--- src/rtl/filter_coef_ctrl_if.sv ---
// ============================================================================
// Module      : filter_coef_ctrl_if
// Description : Coefficient-load handshake bundle (start, valid/ready, data).
// Revision    : 1.0 - initial release
// ============================================================================
`default_nettype none

interface filter_coef_ctrl_if #(
    parameter int COEF_WIDTH = 10
);
    logic                  i_cfg_start;
    logic                  i_cfg_valid;
    logic                  o_cfg_ready;
    logic [COEF_WIDTH-1:0] i_cfg_data;

    modport master (
        output i_cfg_start,
        output i_cfg_valid,
        output i_cfg_data,
        input  o_cfg_ready
    );

    modport slave (
        input  i_cfg_start,
        input  i_cfg_valid,
        input  i_cfg_data,
        output o_cfg_ready
    );
endinterface

`default_nettype wire

--- src/rtl/filter_coef_ctrl.sv ---
// ============================================================================
// Module      : filter_coef_ctrl
// Description : 5x5 filter coefficient controller; shadow bank loaded by
//               handshake, committed to the active bank on a vsync rise.
//               Optional readback port enabled by FILTER_COEF_READBACK_EN.
// Revision    : 1.0 - initial release
// ============================================================================
`default_nettype none

module filter_coef_ctrl #(
    parameter int COEF_WIDTH = 10,
    parameter int NUM_TAPS   = 25,
    parameter int COEF_FRAC  = 6
) (
    input  wire logic                           clk,
    input  wire logic                           rst,
    input  wire logic                           i_vs,
    filter_coef_ctrl_if.slave                   cfg,
    input  wire logic                           i_bypass_req,
    output logic                                o_bypass,
    output logic [NUM_TAPS*COEF_WIDTH-1:0]      o_coef,
    output logic                                o_pending,
    output logic                                o_update,
    output logic                                o_err,
    input  wire logic [4:0]                     i_rd_addr,
    output logic [COEF_WIDTH-1:0]               o_rd_data
);

    localparam int                    c_CENTRE   = NUM_TAPS / 2;
    localparam logic [COEF_WIDTH-1:0] c_UNITY    = COEF_WIDTH'(1) << COEF_FRAC;
    localparam logic [4:0]            c_LAST_IDX = 5'(NUM_TAPS - 1);

    typedef enum logic [1:0] {
        S_IDLE    = 2'd0,
        S_LOAD    = 2'd1,
        S_PENDING = 2'd2
    } state_t;

    state_t                state_q, state_d;
    logic [4:0]            idx_q, idx_d;
    logic                  err_q, err_d;
    logic                  bypass_q, bypass_d;
    logic                  update_q, update_d;
    logic                  vs_q;
    logic [COEF_WIDTH-1:0] shadow_q [NUM_TAPS];
    logic [COEF_WIDTH-1:0] active_q [NUM_TAPS];

    logic w_vs_rise;
    logic w_shadow_we;
    logic w_commit;
    logic w_ready;
    logic w_pending;

    assign w_vs_rise = i_vs & ~vs_q;

    always_ff @(posedge clk) begin
        if (rst) begin
            state_q  <= S_IDLE;
            idx_q    <= '0;
            err_q    <= 1'b0;
            bypass_q <= 1'b1;
            update_q <= 1'b0;
            vs_q     <= 1'b0;
        end else begin
            state_q  <= state_d;
            idx_q    <= idx_d;
            err_q    <= err_d;
            bypass_q <= bypass_d;
            update_q <= update_d;
            vs_q     <= i_vs;
        end
    end

    // A restart always wins over a write or a commit in the same cycle.
    always_comb begin
        state_d     = state_q;
        idx_d       = idx_q;
        err_d       = err_q;
        bypass_d    = bypass_q;
        update_d    = 1'b0;
        w_shadow_we = 1'b0;
        w_commit    = 1'b0;
        w_ready     = 1'b0;
        w_pending   = 1'b0;
        case (state_q)
            S_IDLE: begin
                if (cfg.i_cfg_start) begin
                    state_d = S_LOAD;
                    idx_d   = '0;
                    err_d   = 1'b0;
                end else if (w_vs_rise) begin
                    bypass_d = i_bypass_req;
                end
            end
            S_LOAD: begin
                w_ready = 1'b1;
                if (cfg.i_cfg_start) begin
                    idx_d = '0;
                    err_d = 1'b1;
                end else if (cfg.i_cfg_valid) begin
                    w_shadow_we = 1'b1;
                    if (idx_q == c_LAST_IDX) begin
                        state_d = S_PENDING;
                        idx_d   = '0;
                    end else begin
                        idx_d = idx_q + 5'd1;
                    end
                end
            end
            S_PENDING: begin
                w_pending = 1'b1;
                if (cfg.i_cfg_start) begin
                    state_d = S_LOAD;
                    idx_d   = '0;
                    err_d   = 1'b1;
                end else if (w_vs_rise) begin
                    w_commit = 1'b1;
                    bypass_d = i_bypass_req;
                    update_d = 1'b1;
                    state_d  = S_IDLE;
                end
            end
            default: begin
                state_d = S_IDLE;
            end
        endcase
    end

    always_ff @(posedge clk) begin
        if (rst) begin
            for (int k = 0; k < NUM_TAPS; k++) begin
                shadow_q[k] <= (k == c_CENTRE) ? c_UNITY : '0;
                active_q[k] <= (k == c_CENTRE) ? c_UNITY : '0;
            end
        end else begin
            if (w_shadow_we) begin
                shadow_q[idx_q] <= cfg.i_cfg_data;
            end
            if (w_commit) begin
                for (int k = 0; k < NUM_TAPS; k++) begin
                    active_q[k] <= shadow_q[k];
                end
            end
        end
    end

    generate
        for (genvar k = 0; k < NUM_TAPS; k++) begin : g_coef
            assign o_coef[k*COEF_WIDTH +: COEF_WIDTH] = active_q[k];
        end
    endgenerate

    assign cfg.o_cfg_ready = w_ready;
    assign o_pending       = w_pending;
    assign o_update        = update_q;
    assign o_err           = err_q;
    assign o_bypass        = bypass_q;

`ifdef FILTER_COEF_READBACK_EN
    logic [COEF_WIDTH-1:0] rd_data_q;

    always_ff @(posedge clk) begin
        if (rst) begin
            rd_data_q <= '0;
        end else if (i_rd_addr < 5'(NUM_TAPS)) begin
            rd_data_q <= active_q[i_rd_addr];
        end else begin
            rd_data_q <= '0;
        end
    end

    assign o_rd_data = rd_data_q;
`else
    logic w_unused_rd_addr;
    assign w_unused_rd_addr = ^i_rd_addr;
    assign o_rd_data        = '0;
`endif

endmodule

`default_nettype wire

--- src/flat_wrapper.sv ---
// flat-port wrapper written by rule: the top's interface ports become plain ports
module filter_coef_ctrl_flat 
#(
    parameter int COEF_WIDTH = 10,
    parameter int NUM_TAPS   = 25,
    parameter int COEF_FRAC  = 6
)
  (clk, rst, i_vs, i_bypass_req, o_bypass, o_coef, o_pending, o_update, o_err, i_rd_addr, o_rd_data, cfg_i_cfg_start, cfg_i_cfg_valid, cfg_i_cfg_data, cfg_o_cfg_ready);
  filter_coef_ctrl_if #(.COEF_WIDTH(COEF_WIDTH)) cfg_i ();
  input  wire logic clk;
  input  wire logic rst;
  input  wire logic i_vs;
  input  wire logic i_bypass_req;
  output logic o_bypass;
  output logic [NUM_TAPS*COEF_WIDTH-1:0] o_coef;
  output logic o_pending;
  output logic o_update;
  output logic o_err;
  input  wire logic [4:0] i_rd_addr;
  output logic [COEF_WIDTH-1:0] o_rd_data;
  input wire logic [$bits(cfg_i.i_cfg_start)-1:0] cfg_i_cfg_start;
  input wire logic [$bits(cfg_i.i_cfg_valid)-1:0] cfg_i_cfg_valid;
  input wire logic [$bits(cfg_i.i_cfg_data)-1:0] cfg_i_cfg_data;
  output wire logic [$bits(cfg_i.o_cfg_ready)-1:0] cfg_o_cfg_ready;
  assign cfg_i.i_cfg_start = cfg_i_cfg_start;
  assign cfg_i.i_cfg_valid = cfg_i_cfg_valid;
  assign cfg_i.i_cfg_data = cfg_i_cfg_data;
  assign cfg_o_cfg_ready = cfg_i.o_cfg_ready;
  filter_coef_ctrl #(.COEF_WIDTH(COEF_WIDTH), .NUM_TAPS(NUM_TAPS), .COEF_FRAC(COEF_FRAC)) u_core (.clk(clk), .rst(rst), .i_vs(i_vs), .cfg(cfg_i), .i_bypass_req(i_bypass_req), .o_bypass(o_bypass), .o_coef(o_coef), .o_pending(o_pending), .o_update(o_update), .o_err(o_err), .i_rd_addr(i_rd_addr), .o_rd_data(o_rd_data));
endmodule
--- config.mk ---
export PLATFORM = sky130hd
export DESIGN_NAME = filter_coef_ctrl_flat
export DESIGN_NICKNAME = d
export VERILOG_FILES = /design/src/rtl/filter_coef_ctrl_if.sv /design/src/rtl/filter_coef_ctrl.sv /design/src/flat_wrapper.sv
export SDC_FILE = /design/constraint.sdc
export NUM_CORES = 1
export LEC_CHECK = 0
export CAP_MARGIN = 5
export CORE_MARGIN = 1.5
export CORE_UTILIZATION = 55
export DETAILED_ROUTE_END_ITERATION = 8
export HOLD_SLACK_MARGIN = 0.05
export PLACE_DENSITY_LB_ADDON = 0.25
export SYNTH_ARGS = -nofsm -noshare
export SYNTH_HDL_FRONTEND = slang
export SYNTH_SLANG_ARGS = --single-unit
--- constraint.sdc ---
create_clock -name clk -period 29.7 [get_ports clk]
set_input_delay 8.91 -clock clk [delete_from_list [all_inputs] [get_ports clk]]
set_output_delay 8.91 -clock clk [all_outputs]
set_load 0.02 [all_outputs]
**After elaboration in Yosys (flattened, before gate mapping)**

Memories as Yosys holds them, arrays and structs flattened.
Index checks and enable logic that the tools add are counted.

- Flip-flop bits (word level): 11
- Memory bits (writable): 500
- Bits of input ports: 21
- Output and inout bits: 265
- Logic and storage cells: 117
- Memories: 2

- $add $sub $neg: 1
- Equality and inequality tests: 11
- Multiplexer cells: 59
- Bitwise operators: 28
- Reductions and logical operators: 10

Memories:

| name | depth | bits a word | rd ports | clocked after Yosys merged registers in | wr ports | line | source |
|---|---|---|---|---|---|---|---|
| u_core.active_q | 25 | 10 | 25 | 0 | 25 | filter_coef_ctrl.sv:46 | `logic [COEF_WIDTH-1:0] active_q [NUM_TAPS];` |
| u_core.shadow_q | 25 | 10 | 25 | 0 | 25 | filter_coef_ctrl.sv:45 | `logic [COEF_WIDTH-1:0] shadow_q [NUM_TAPS];` |

Operator list:

| operator | number |
|---|---|
| 10-bit 2-to-1 mux | 26 |
| 5-bit 2-to-1 mux | 5 |
| 1-bit OR | 25 |
| 1-bit 2-to-1 mux | 19 |
| 2-bit 2-to-1 mux | 6 |
| 5-bit case mux with 2 select lines | 1 |
| 10-bit OR reduction | 1 |
| 3-bit AND reduction | 3 |
| 2-bit by 1-bit != test with 1-bit output, second input constant | 3 |
| 2-bit != test, second input constant | 3 |
| 2-bit case mux with 3 select lines | 1 |
| 5-bit by 1-bit adder with 5-bit output, second input constant | 1 |
| 5-bit == test, second input constant | 1 |
| 5-bit AND reduction | 1 |
| 2-bit nonzero test | 2 |
| 2-bit OR reduction | 2 |
| 3-bit by 2-bit != test with 1-bit output, second input constant | 1 |
| 3-bit != test, second input constant | 1 |
| 2-bit by 1-bit == test with 1-bit output, second input constant | 1 |
| 2-bit == test, second input constant | 1 |
| 2-bit zero test | 1 |
| 1-bit inverter | 2 |
| 1-bit case mux with 2 select lines | 1 |
| 1-bit bitwise AND | 1 |

**Longest topological paths before layout**

Gate-level depths: netlist (run 1).

- Depth after elaboration: 9
- Depth in mapped cells: 7

**Worst setup path before layout (run 1)**

No wires, ideal clock.

- Kind: input to register
- Start point: in rst
- End point: mem u_core.active_q[0][0] (enable)
- Library setup time: 0.621 ns
- Data arrival time: 14.800 ns
- Setup slack: 14.278 ns
- Stages on the path: 4
- Path buffers: 2
- Cell sequence: buf_2 > clkbuf_1 > inv_1 > nand2_1

RTL lines:

| item | line | source |
|---|---|---|
| from (decl) | flat_wrapper.sv:11 | `input wire logic rst;` |
| to (decl) | filter_coef_ctrl.sv:46 |  |

==> implementation parameters, run 1 <==
Parameter                              Value

GRT
  Aggregate global-route resource usage ... 23.1%
  Number of antenna violations at the first check in global routing ... 1
  Overflow after GRT ... 0
  Number of global-route vias before repair ... 10311
  Largest net degree at the start of global routing ... 136
  Wire length of the first global-routing pass ... 61.5 mm

CTS
  Bufs on Longest Clock Path ... 3
  Worst-Skew Late Latency ... 540 ps
  Number of buffers inserted by post-CTS setup repair ... 0
  H-tree depth ... 2
  Cts bufs inserted ... 49
  CTS-repair resized insts ... 0
  Total of hold buffers inserted after clock tree synthesis ... 0
  Root buf cell ... sky130_fd_sc_hd__clkbuf_16
  Sink count of the clock tree ... 511
  Clk pin slew, worst setup/hold paths ... 70 ps
  CTS tree ... yes

Floorplan
  Number of placement rows ... 68
  Effective utilization at floorplan ... 55.6%
  Core area ... 0.0345 sq mm
  Number of top-level pins ... 286
  Vert. Die Dim ... 190 microns
  Floorplan die area ... 0.0360 sq mm
  Die width ... 190 microns

Routing
  Count of routing violations after the opening detailed-route iteration ... 677
  Via total after detailed routing ... 10659
  DRC errors left ... 0
  Count of TritonRoute iterations in the first routing pass ... 5
  Post-detailed-route wirelength per cell ... 20.6 microns
  Drt total wl ... 41.5 mm
  Avg Vias per Cell ... 5.29
  Antenna-violating nets left ... 0

Timing
  Share of the cycle needed by the critical path after routing ... 40.3%
  Setup repair after global routing missed its margin ... no
  Post-Route Skew ... 18.8 ps
  Final count of pins violating max slew ... 0
  Worst slew margin ... 25.3%
  Final setup violating endpoints ... 0
  Worst slew pin tran ... 1120 ps
  Aggregate negative setup slack ... 0 ps
  Final-report hold violation count ... 0
  Minimum clock period ... 11980 ps
  Max Fclk ... 0.0835 GHz

Final layout
  Final net count ... 1551
  Commonest non-fill, non-tap cells in the layout ... 490 x sky130_fd_sc_hd__edfxtp_1, 269 x sky130_fd_sc_hd__clkdlybuf4s50_1, 243 x sky130_fd_sc_hd__nor2_1
  Fraction of layout cells with a size suffix above 1 ... 6.23%
  P&R area growth vs syn ... 23.3%
  Commonest non-fill, non-tap cell in the layout ... sky130_fd_sc_hd__edfxtp_1

Synth
  Cell taking the most area after synthesis ... sky130_fd_sc_hd__edfxtp_1
  Count of flip-flops with a built-in enable after synthesis ... 490
  Cell area after synthesis ... 0.0192 sq mm
  Synthesized area per cell ... 15.2 sq um
  Count of yosys warnings during synthesis ... 0
  Cells after Synth ... 1259
  Number of synthesized register bits ... 511
  Share of synthesized area occupied by flip-flops and latches ... 79.0%
  Synth unique cells ... 45
  Async SR Flop Fraction ... 0%
  Most used DFF post-synth ... sky130_fd_sc_hd__edfxtp_1
  Share of the synthesized area in the top cell type ... 76.8%
  Biggest area contributors in the synthesized netlist ... sky130_fd_sc_hd__edfxtp_1 77%, sky130_fd_sc_hd__and2_1 5.8%, sky130_fd_sc_hd__nor2_1 4.8%, sky130_fd_sc_hd__nor2b_1 2.4%, sky130_fd_sc_hd__dfxtp_1 2.2%

Pwr
  Total power divided by cell area ... 64.0 mW/mm^2
  Power Total ... 0.00151 W
  Peak VDD IR ... 0.0358 mV
  Leakage ... 8.23 nW

Setup path
  Data arrival time of the worst path ... 12140 ps
  Critical-path top delay cell ... sky130_fd_sc_hd__buf_4
  Worst reg-to-reg path cell count ... 6
  Kind of end point of the critical path ... register
  Worst setup SP type ... input pin
  CP Data Required Time ... 29860 ps
  Worst setup path category ... input pin to register
  Library cell appearing most often on the critical path ... sky130_fd_sc_hd__buf_4
  Crit path cell chain ... clkdlybuf4s50_1 > or3b_4 > nand2_4 > buf_4 > buf_4
  Critical path peak fanout ... 82
  Delay of the slowest critical-path stage ... 880 ps

Min path
  Hold Path Class ... register to register
  Cell count of the worst hold path ... 2

Flow run
  Number of max-capacitance violations reported ... 0

Place
  Routability-driven placement congestion ratio ... 0.798
  IO Port Bufs ... 270
  Half-perimeter wire length after placement ... 25.6 mm

Status
  Status ... finished clean
-- worst paths after layout --
path,from,endpoint,slack [ps]
worst max-delay path,cfg_i_cfg_start,u_core.active_q[0][17],17720
worst min-delay path,u_core.o_err,u_core.o_err,500
worst max register to register,u_core.state_q[0],u_core.active_q[0][17],25990
worst min register to register,u_core.o_err,u_core.o_err,500
-- cell type report --
class / instances / area [sq um]
antenna: 1 / 2.50
multi-input combinational: 670 / 3610
clock buffer: 56 / 1250
clock inverter: 32 / 244
sequential: 511 / 15100
timing repair buffer: 282 / 2790
fill: 2418 / 10800
tap: 455 / 569
inverter: 7 / 26.3
-- critical path, delay by kind of cell --
family / cells / cell delay [ps]
AND/OR/NAND/NOR: 2 / 790
buffers and inverters: 3 / 2350
-- cells by family (layout without fill, tap and decap cells) --
kind of cell	after synthesis	in the layout	share of synthesized area [%]
AND/OR/NAND/NOR	595	595	15.6
flip-flops	511	511	79.0
buffers and inverters	87	377	2.45
AO/OA/AOI/OAI	44	44	1.65
multiplexers	12	12	0.692
adder cells (fa/ha/maj)	9	9	0.588
other	1	11	0.0196
-- stage by stage --
| stage | utilization [%] | setup WS (ps) | hold slack [ps] | cell area (sq um) | cells |
|---|---|---|---|---|---|
| after global routing | 68.6 | 17510 | 524 | 23600 | 2013 |
| after global placement | 64.2 | 17210 | 494 | 22100 | 1925 |
| after detailed placement | 64.2 | 17130 | 487 | 22100 | 1925 |
| final | 68.6 | 17720 | 496 | 23600 | 2014 |
| after floorplan | - | 14280 | 481 | 19200 | 1268 |
| after CTS | 68.6 | 17680 | 499 | 23600 | 2013 |
-- sequential cells by signal (all words and copies together), names as in the netlist --
signal,flops
u_core.o_err,1
u_core.o_bypass,1
u_core.idx_q,5
u_core.active_q,250
u_core.shadow_q,250
u_core.state_q,2
u_core.o_update,1
u_core.vs_q,1
-- synthesized netlist by cell type (2+ instances only) --
cell type / number
sky130_fd_sc_hd__clkbuf_1: 41
sky130_fd_sc_hd__buf_6: 10
sky130_fd_sc_hd__buf_4: 11
sky130_fd_sc_hd__dfxtp_1: 21
sky130_fd_sc_hd__nand2_1: 71
sky130_fd_sc_hd__nor3_1: 5
sky130_fd_sc_hd__mux2_2: 5
sky130_fd_sc_hd__inv_1: 7
sky130_fd_sc_hd__edfxtp_1: 490
sky130_fd_sc_hd__nor2b_1: 74
sky130_fd_sc_hd__or3_1: 2
sky130_fd_sc_hd__nor2_1: 243
sky130_fd_sc_hd__and2_1: 179
sky130_fd_sc_hd__a21oi_1: 5
sky130_fd_sc_hd__buf_2: 13
sky130_fd_sc_hd__a21o_1: 24
sky130_fd_sc_hd__o21ai_0: 7
sky130_fd_sc_hd__and2_0: 4
sky130_fd_sc_hd__buf_1: 4
sky130_fd_sc_hd__nor3b_1: 2
sky130_fd_sc_hd__or4_1: 2
sky130_fd_sc_hd__ha_1: 9
sky130_fd_sc_hd__mux2_1: 5
sky130_fd_sc_hd__mux2i_1: 2
sky130_fd_sc_hd__nand2b_1: 3
-- where the power goes --
part | total (W) | switching (W) | internal, W
clock network | 0.000591 | 0.000256 | 0.000336
logic | 0.0000924 | 0.0000570 | 0.0000354
registers | 0.000828 | 0.0000102 | 0.000818
total | 0.00151 | 0.000323 | 0.00119
-- routing by layer --
metal,global-route usage (%),part of all wire [%]
met1,31.3,41
met2,36.9,48
met3,4.54,7.4
met4,9.71,3.4
met5,0,0
Note: power is estimated with default switching activity, not from simulation.
==> run 2: changes to the inputs <==
CORE_UTILIZATION = 49   (was 55)
clock period = 9.85 ns   (was 29.7 ns; I/O delays follow)
==> run 2 against run 1 <==
Net effect: die area is 12% higher; global-route usage shrank 1.7 points; non-clock buffer count fell by 2; critical path type unchanged; largest power group unchanged; highest routed layer unchanged.
==> implementation parameters, run 2 (same netlist as run 1, synthesis figures left out) <==
Parameter                              Value

Setup path
  CP Data Required Time ... 10040 ps (was 29860 ps)
  Worst setup SP type ... input pin (unchanged)
  Critical path peak fanout ... 194 (was 82)
  Kind of end point of the critical path ... register (unchanged)
  Data arrival time of the worst path ... 5700 ps (was 12140 ps)
  Critical Path Source ... cfg_i_cfg_start (unchanged)
  RR Startpoint ... u_core.state_q[0] (unchanged)
  Worst setup path category ... input pin to register (unchanged)

GRT
  Overflow after GRT ... 0 (unchanged)
  Aggregate global-route resource usage ... 21.4% (was 23.1%)
  Number of global-route vias before repair ... 10301 (was 10311)
  Number of antenna violations at the first check in global routing ... 0 (was 1)
  Largest net degree at the start of global routing ... 195 (was 136)
  Wire length of the first global-routing pass ... 63.7 mm (was 61.5 mm)

Final layout
  Sequential cell area ... 0.0151 sq mm (unchanged)
  Footprint of the multi-input gates ... 0.00361 sq mm (unchanged)
  Commonest non-fill, non-tap cell in the layout ... sky130_fd_sc_hd__edfxtp_1 (unchanged)
  P&R area growth vs syn ... 24.9% (was 23.3%)
  Fill cells ... 2867 (was 2418)
  Final Non-Filler Cells ... 2075 (was 2014)
  Final net count ... 1551 (unchanged)
  Top flop regs ... u_core.active_q (250), u_core.shadow_q (250), u_core.idx_q (5) (unchanged)
  Final Core Density ... 61.9% (was 68.6%)
  Fraction of layout cells with a size suffix above 1 ... 6.81% (was 6.23%)
  Number of inserted diodes ... 0 (was 1)
  Commonest non-fill, non-tap cells in the layout ... 490 x sky130_fd_sc_hd__edfxtp_1, 269 x sky130_fd_sc_hd__clkdlybuf4s50_1, 243 x sky130_fd_sc_hd__nor2_1 (unchanged)

Floorplan
  Vert. Die Dim ... 201 microns (was 190 microns)
  Core area ... 0.0386 sq mm (was 0.0345 sq mm)
  Number of placement rows ... 72 (was 68)
  Floorplan die area ... 0.0403 sq mm (was 0.0360 sq mm)
  Effective utilization at floorplan ... 49.6% (was 55.6%)
  Number of top-level pins ... 286 (unchanged)
  Die width ... 201 microns (was 190 microns)

Timing
  Final-report hold violation count ... 0 (unchanged)
  Worst slew margin ... 20.5% (was 25.3%)
  Final setup violating endpoints ... 0 (unchanged)
  Final count of pins violating max slew ... 0 (unchanged)
  Post-Route Skew ... 12.4 ps (was 18.8 ps)
  Max Fclk ... 0.182 GHz
  Aggregate negative setup slack ... 0 ps (unchanged)
  Final hold slack ... 502 ps (was 496 ps)
  Worst slew pin tran ... 1190 ps (was 1120 ps)
  Minimum clock period ... 5500 ps
  Share of the cycle needed by the critical path after routing ... 55.9%
  Setup repair after global routing missed its margin ... no (unchanged)

Routing
  Count of routing violations after the opening detailed-route iteration ... 706 (was 677)
  Avg Vias per Cell ... 5.07 (was 5.29)
  DRC errors left ... 0 (unchanged)
  Routed wire length on met3 ... 3.41 mm (was 3.06 mm)
  Post-detailed-route wirelength per cell ... 20.8 microns (was 20.6 microns)
  Drt total wl ... 43.2 mm (was 41.5 mm)
  Met1 wire length ... 17.6 mm (was 17.0 mm)
  Count of TritonRoute iterations in the first routing pass ... 5 (unchanged)
  Detailed-routed wire length on met2 ... 21.0 mm (was 20.0 mm)
  Via total after detailed routing ... 10513 (was 10659)
  Max layer used ... met4 (unchanged)
  Antenna-violating nets left ... 0 (unchanged)

CTS
  Worst-Skew Late Latency ... 580 ps (was 540 ps)
  CTS tree ... yes (unchanged)
  Sink count of the clock tree ... 511 (unchanged)
  Clk pin slew, worst setup/hold paths ... 60 ps (was 70 ps)
  CTS-repair resized insts ... 0 (unchanged)
  Total of hold buffers inserted after clock tree synthesis ... 0 (unchanged)
  Bufs on Longest Clock Path ... 3 (unchanged)
  Number of buffers inserted by post-CTS setup repair ... 0 (unchanged)
  H-tree depth ... 2 (unchanged)
  Root buf cell ... sky130_fd_sc_hd__clkbuf_16 (unchanged)
  Cts bufs inserted ... 51 (was 49)

Pwr
  Portion of total power attributed to sequential cells ... 52.4% (was 54.8%)
  Relative contribution of combinational cells to total power ... 5.5% (was 6.1%)
  Total power divided by cell area ... 198 mW/mm^2 (was 64.0 mW/mm^2)
  Switching Share ... 20.8% (was 21.4%)
  Net switching component of the power ... 0.000983 W (was 0.000323 W)
  Peak VDD IR ... 0.149 mV (was 0.0358 mV)
  Proportion of power drawn by the clock network ... 42.1% (was 39.1%)
  Total internal power ... 0.00376 W (was 0.00119 W)
  Leakage ... 8.39 nW (was 8.23 nW)

Place
  Routability-driven placement congestion ratio ... 0.787 (was 0.798)
  Half-perimeter wire length after placement ... 26.5 mm (was 25.6 mm)
  Placed Instances ... 1986 (was 1925)
  IO Port Bufs ... 270 (unchanged)

Status
  Status ... finished clean (unchanged)

Min path
  Worst min-delay path startpoint ... u_core.shadow_q[12][6] (was u_core.o_err)
  Hold Path Class ... register to register (unchanged)

Flow run
  Number of max-capacitance violations reported ... 0 (unchanged)
-- run 2: cell count changes in the layout (fill, tap and decap cells not counted), sizes merged --
cell / change
buf: -2
bufinv: +4
clkbuf: +5
clkinv: -11
clkinvlp: +2
diode: -1
inv: +1
-- run 2: metrics by stage --
stage                     total power, W  area, sq um  worst slack, ps
final                            0.00474        23900             4350
after global routing             0.00487        23900             4210
after CTS                        0.00478        23900             4370
after detailed placement         0.00279        22200             3770
after global placement           0.00279        22200             3810
after floorplan                  0.00266        19200              383
-- run 2: worst paths after layout --
path                                   to  slack (ps)  cells after the start
hold reg to reg   u_core.active_q[0][126]         500                      1
setup / recovery  u_core.active_q[0][111]        4350                      4
setup reg to reg  u_core.active_q[0][111]        6570                      5
hold / removal    u_core.active_q[0][126]         500                      1
-- run 2: layout make-up --
type | instances | share of cell area (%)
clock inverter | 28 | 1.45
timing repair buffer | 280 | 11.6
clock buffer | 61 | 5.75
tap | 518 | 2.71
multi-input combinational | 670 | 15.1
inverter | 7 | 0.110
sequential | 511 | 63.2
-- run 2: power by group through the flow --
stage	registers, W	clock network [W]	logic, W
2_1_floorplan	0.00260	0	0.0000649
3_5_place_dp	0.00253	0	0.000261
4_1_cts	0.00249	0.00203	0.000262
5_1_grt	0.00249	0.00211	0.000271
6_report	0.00249	0.00199	0.000259
3_3_place_gp	0.00253	0	0.000257
-- run 2: critical path, stage by stage --
cell and delay, ps:
sky130_fd_sc_hd__clkdlybuf4s50_1 610, sky130_fd_sc_hd__or3b_4 520, sky130_fd_sc_hd__nand2_4 570, sky130_fd_sc_hd__buf_12 720
-- run 2: layer usage --
layer / vias up / track usage (%)
li1: 4874 / -
met1: 5164 / 28.3
met2: 404 / 34.8
met3: 71 / 5.55
met4: 0 / 6.95
met5: - / 0
==> run 3: changes to the inputs <==
CORE_UTILIZATION = 54   (was 49)
clock period = 5.1 ns   (was 9.85 ns; I/O delays follow)
==> run 3 against run 2 <==
Net effect: sequential cell count unchanged; largest power group unchanged; cell count down 2.7%; first-iteration DRC count up 42%; routed wire length down 5.0%; hold slack better by 0.81 ps; critical endpoint is now u_core.shadow_q[18][4]; total power up 86%; register-to-register slack worse by 4300 ps.
==> implementation parameters, run 3 (same netlist as run 1, synthesis figures left out) <==
Parameter                              Value

Status
  Status ... finished clean (unchanged)

Final layout
  P&R area growth vs syn ... 24.3% (was 24.9%)
  Commonest non-fill, non-tap cell in the layout ... sky130_fd_sc_hd__edfxtp_1 (unchanged)
  Top flop regs ... u_core.active_q (250), u_core.shadow_q (250), u_core.idx_q (5) (unchanged)
  Fill cells ... 2347 (was 2867)
  Number of inserted diodes ... 0 (unchanged)
  Commonest non-fill, non-tap cells in the layout ... 490 x sky130_fd_sc_hd__edfxtp_1, 269 x sky130_fd_sc_hd__clkdlybuf4s50_1, 243 x sky130_fd_sc_hd__nor2_1 (unchanged)
  Total non-filler cell area in the finished layout ... 0.0238 sq mm (was 0.0239 sq mm)
  Final net count ... 1557 (was 1551)
  Fraction of layout cells with a size suffix above 1 ... 7.28% (was 6.81%)

Floorplan
  Die width ... 191 microns (was 201 microns)
  Number of placement rows ... 68 (was 72)
  Number of top-level pins ... 286 (unchanged)
  Floorplan die area ... 0.0366 sq mm (was 0.0403 sq mm)
  Core area ... 0.0347 sq mm (was 0.0386 sq mm)
  Effective utilization at floorplan ... 55.2% (was 49.6%)
  Vert. Die Dim ... 191 microns (was 201 microns)

Setup path
  Buffers and inverters on the worst path ... 1 (was 2)
  Crit path cell chain ... clkdlybuf4s50_1 > nand2b_1 > nor3b_4 > and2_0 > a21o_1 (was clkdlybuf4s50_1 > or3b_4 > nand2_4 > buf_12)
  Worst setup SP type ... input pin (unchanged)
  Delay of the slowest critical-path stage ... 730 ps (was 720 ps)
  Kind of end point of the critical path ... register (unchanged)
  CP Data Required Time ... 5290 ps (was 10040 ps)
  Critical-path top delay cell ... sky130_fd_sc_hd__and2_0 (was sky130_fd_sc_hd__buf_12)
  Family with the most delay on the worst path ... simple AND/OR/NAND/NOR gates (was buffers and inverters)
  Worst setup path category ... input pin to register (unchanged)
  Data arrival time of the worst path ... 4100 ps (was 5700 ps)
  Critical path peak fanout ... 11 (was 194)

Flow run
  Number of max-capacitance violations reported ... 0 (unchanged)

GRT
  Overflow after GRT ... 0 (unchanged)
  Largest net degree at the start of global routing ... 94 (was 195)
  Wire length of the first global-routing pass ... 60.4 mm (was 63.7 mm)
  Aggregate global-route resource usage ... 22.6% (was 21.4%)
  Number of global-route vias before repair ... 10185 (was 10301)
  Number of antenna violations at the first check in global routing ... 0 (unchanged)

Timing
  Final count of pins violating max slew ... 0 (unchanged)
  Aggregate negative setup slack ... 0 ps (unchanged)
  Final setup violating endpoints ... 0 (unchanged)
  Worst slew margin ... 34.8% (was 20.5%)
  Minimum clock period ... 3910 ps
  Final setup slack of the worst path ... 1190 ps (was 4350 ps)
  Post-Route Skew ... 13.9 ps (was 12.4 ps)
  Worst slew pin tran ... 974 ps (was 1190 ps)
  Final-report hold violation count ... 0 (unchanged)
  Share of the cycle needed by the critical path after routing ... 76.7%
  Setup repair after global routing missed its margin ... no (unchanged)
  Max Fclk ... 0.256 GHz

Routing
  Count of TritonRoute iterations in the first routing pass ... 6 (was 5)
  Count of routing violations after the opening detailed-route iteration ... 1002 (was 706)
  Drt total wl ... 41.0 mm (was 43.2 mm)
  Antenna-violating nets left ... 0 (unchanged)
  Via total after detailed routing ... 10663 (was 10513)
  DRC errors left ... 0 (unchanged)
  Post-detailed-route wirelength per cell ... 20.3 microns (was 20.8 microns)
  Avg Vias per Cell ... 5.28 (was 5.07)

Place
  IO Port Bufs ... 270 (unchanged)
  Routability-driven placement congestion ratio ... 0.790 (was 0.787)
  Pre-CTS WS ... 595 ps (was 3770 ps)
  Half-perimeter wire length after placement ... 25.9 mm (was 26.5 mm)
  Post-Place Cell Area ... 0.0222 sq mm (about the same)

CTS
  Total of hold buffers inserted after clock tree synthesis ... 0 (unchanged)
  CTS tree ... yes (unchanged)
  Sink count of the clock tree ... 511 (unchanged)
  Bufs on Longest Clock Path ... 3 (unchanged)
  Worst-Skew Late Latency ... 570 ps (was 580 ps)
  Number of buffers inserted by post-CTS setup repair ... 0 (unchanged)
  Clk pin slew, worst setup/hold paths ... 60 ps (about the same)
  H-tree depth ... 2 (unchanged)
  Cts bufs inserted ... 49 (was 51)
  Root buf cell ... sky130_fd_sc_hd__clkbuf_16 (unchanged)
  CTS-repair resized insts ... 0 (unchanged)

Pwr
  Leakage ... 8.46 nW (was 8.39 nW)
  Peak VDD IR ... 0.317 mV (was 0.149 mV)
  Total power divided by cell area ... 370 mW/mm^2 (was 198 mW/mm^2)

Min path
  Hold Path Class ... register to register (unchanged)
## run 3: through the flow
step                cells  total power (W)  utilization, %  hold WS (ps)
floorplan            1268          0.00508               -           481
global placement     1931          0.00531            64.0           465
detailed placement   1931          0.00532            64.0           486
CTS                  2020          0.00886            68.6           495
global route         2020          0.00905            68.6           527
finish               2020          0.00881            68.6           503
## run 3: final timing paths
check        depth (start not counted)                endpoint              start  slack, ps
max                                  5  u_core.shadow_q[18][4]    cfg_i_cfg_start       1190
min                                  2         u_core.o_bypass    u_core.o_bypass        500
max reg2reg                          4  u_core.shadow_q[18][4]  u_core.state_q[0]       2280
min reg2reg                          2         u_core.o_bypass    u_core.o_bypass        500
## run 3: power by group
group	leakage, nW	switching, W	internal (W)
combinational	2.46	0.000282	0.000164
sequential	5.21	0.0000474	0.00473
clock	0.786	0.00151	0.00208
total	8.46	0.00184	0.00697
## run 3: per-layer routing
metal	global-route usage, %	wire length, microns	vias to the layer above
met5	0	0	-
met4	7.72	1240	0
met3	4.28	3440	80
met2	35.9	19800	525
met1	31.7	16600	5179
li1	-	-	4879
## run 3: worst register-to-register path: stages (launching register included)
cell	delay (ps)
sky130_fd_sc_hd__dfxtp_1	470
sky130_fd_sc_hd__ha_1	300
sky130_fd_sc_hd__nor3b_4	410
sky130_fd_sc_hd__and2_0	730
sky130_fd_sc_hd__a21o_1	540
## run 3: cell type report
| type | count | area (sq um) | share of cell area (%) |
|---|---|---|---|
| inverter | 7 | 26.3 | 0.110 |
| tap | 455 | 569 | 2.39 |
| sequential | 511 | 15100 | 63.5 |
| timing repair buffer | 288 | 2870 | 12.1 |
| clock inverter | 33 | 303 | 1.27 |
| multi-input combinational | 670 | 3620 | 15.2 |
| clock buffer | 56 | 1290 | 5.44 |
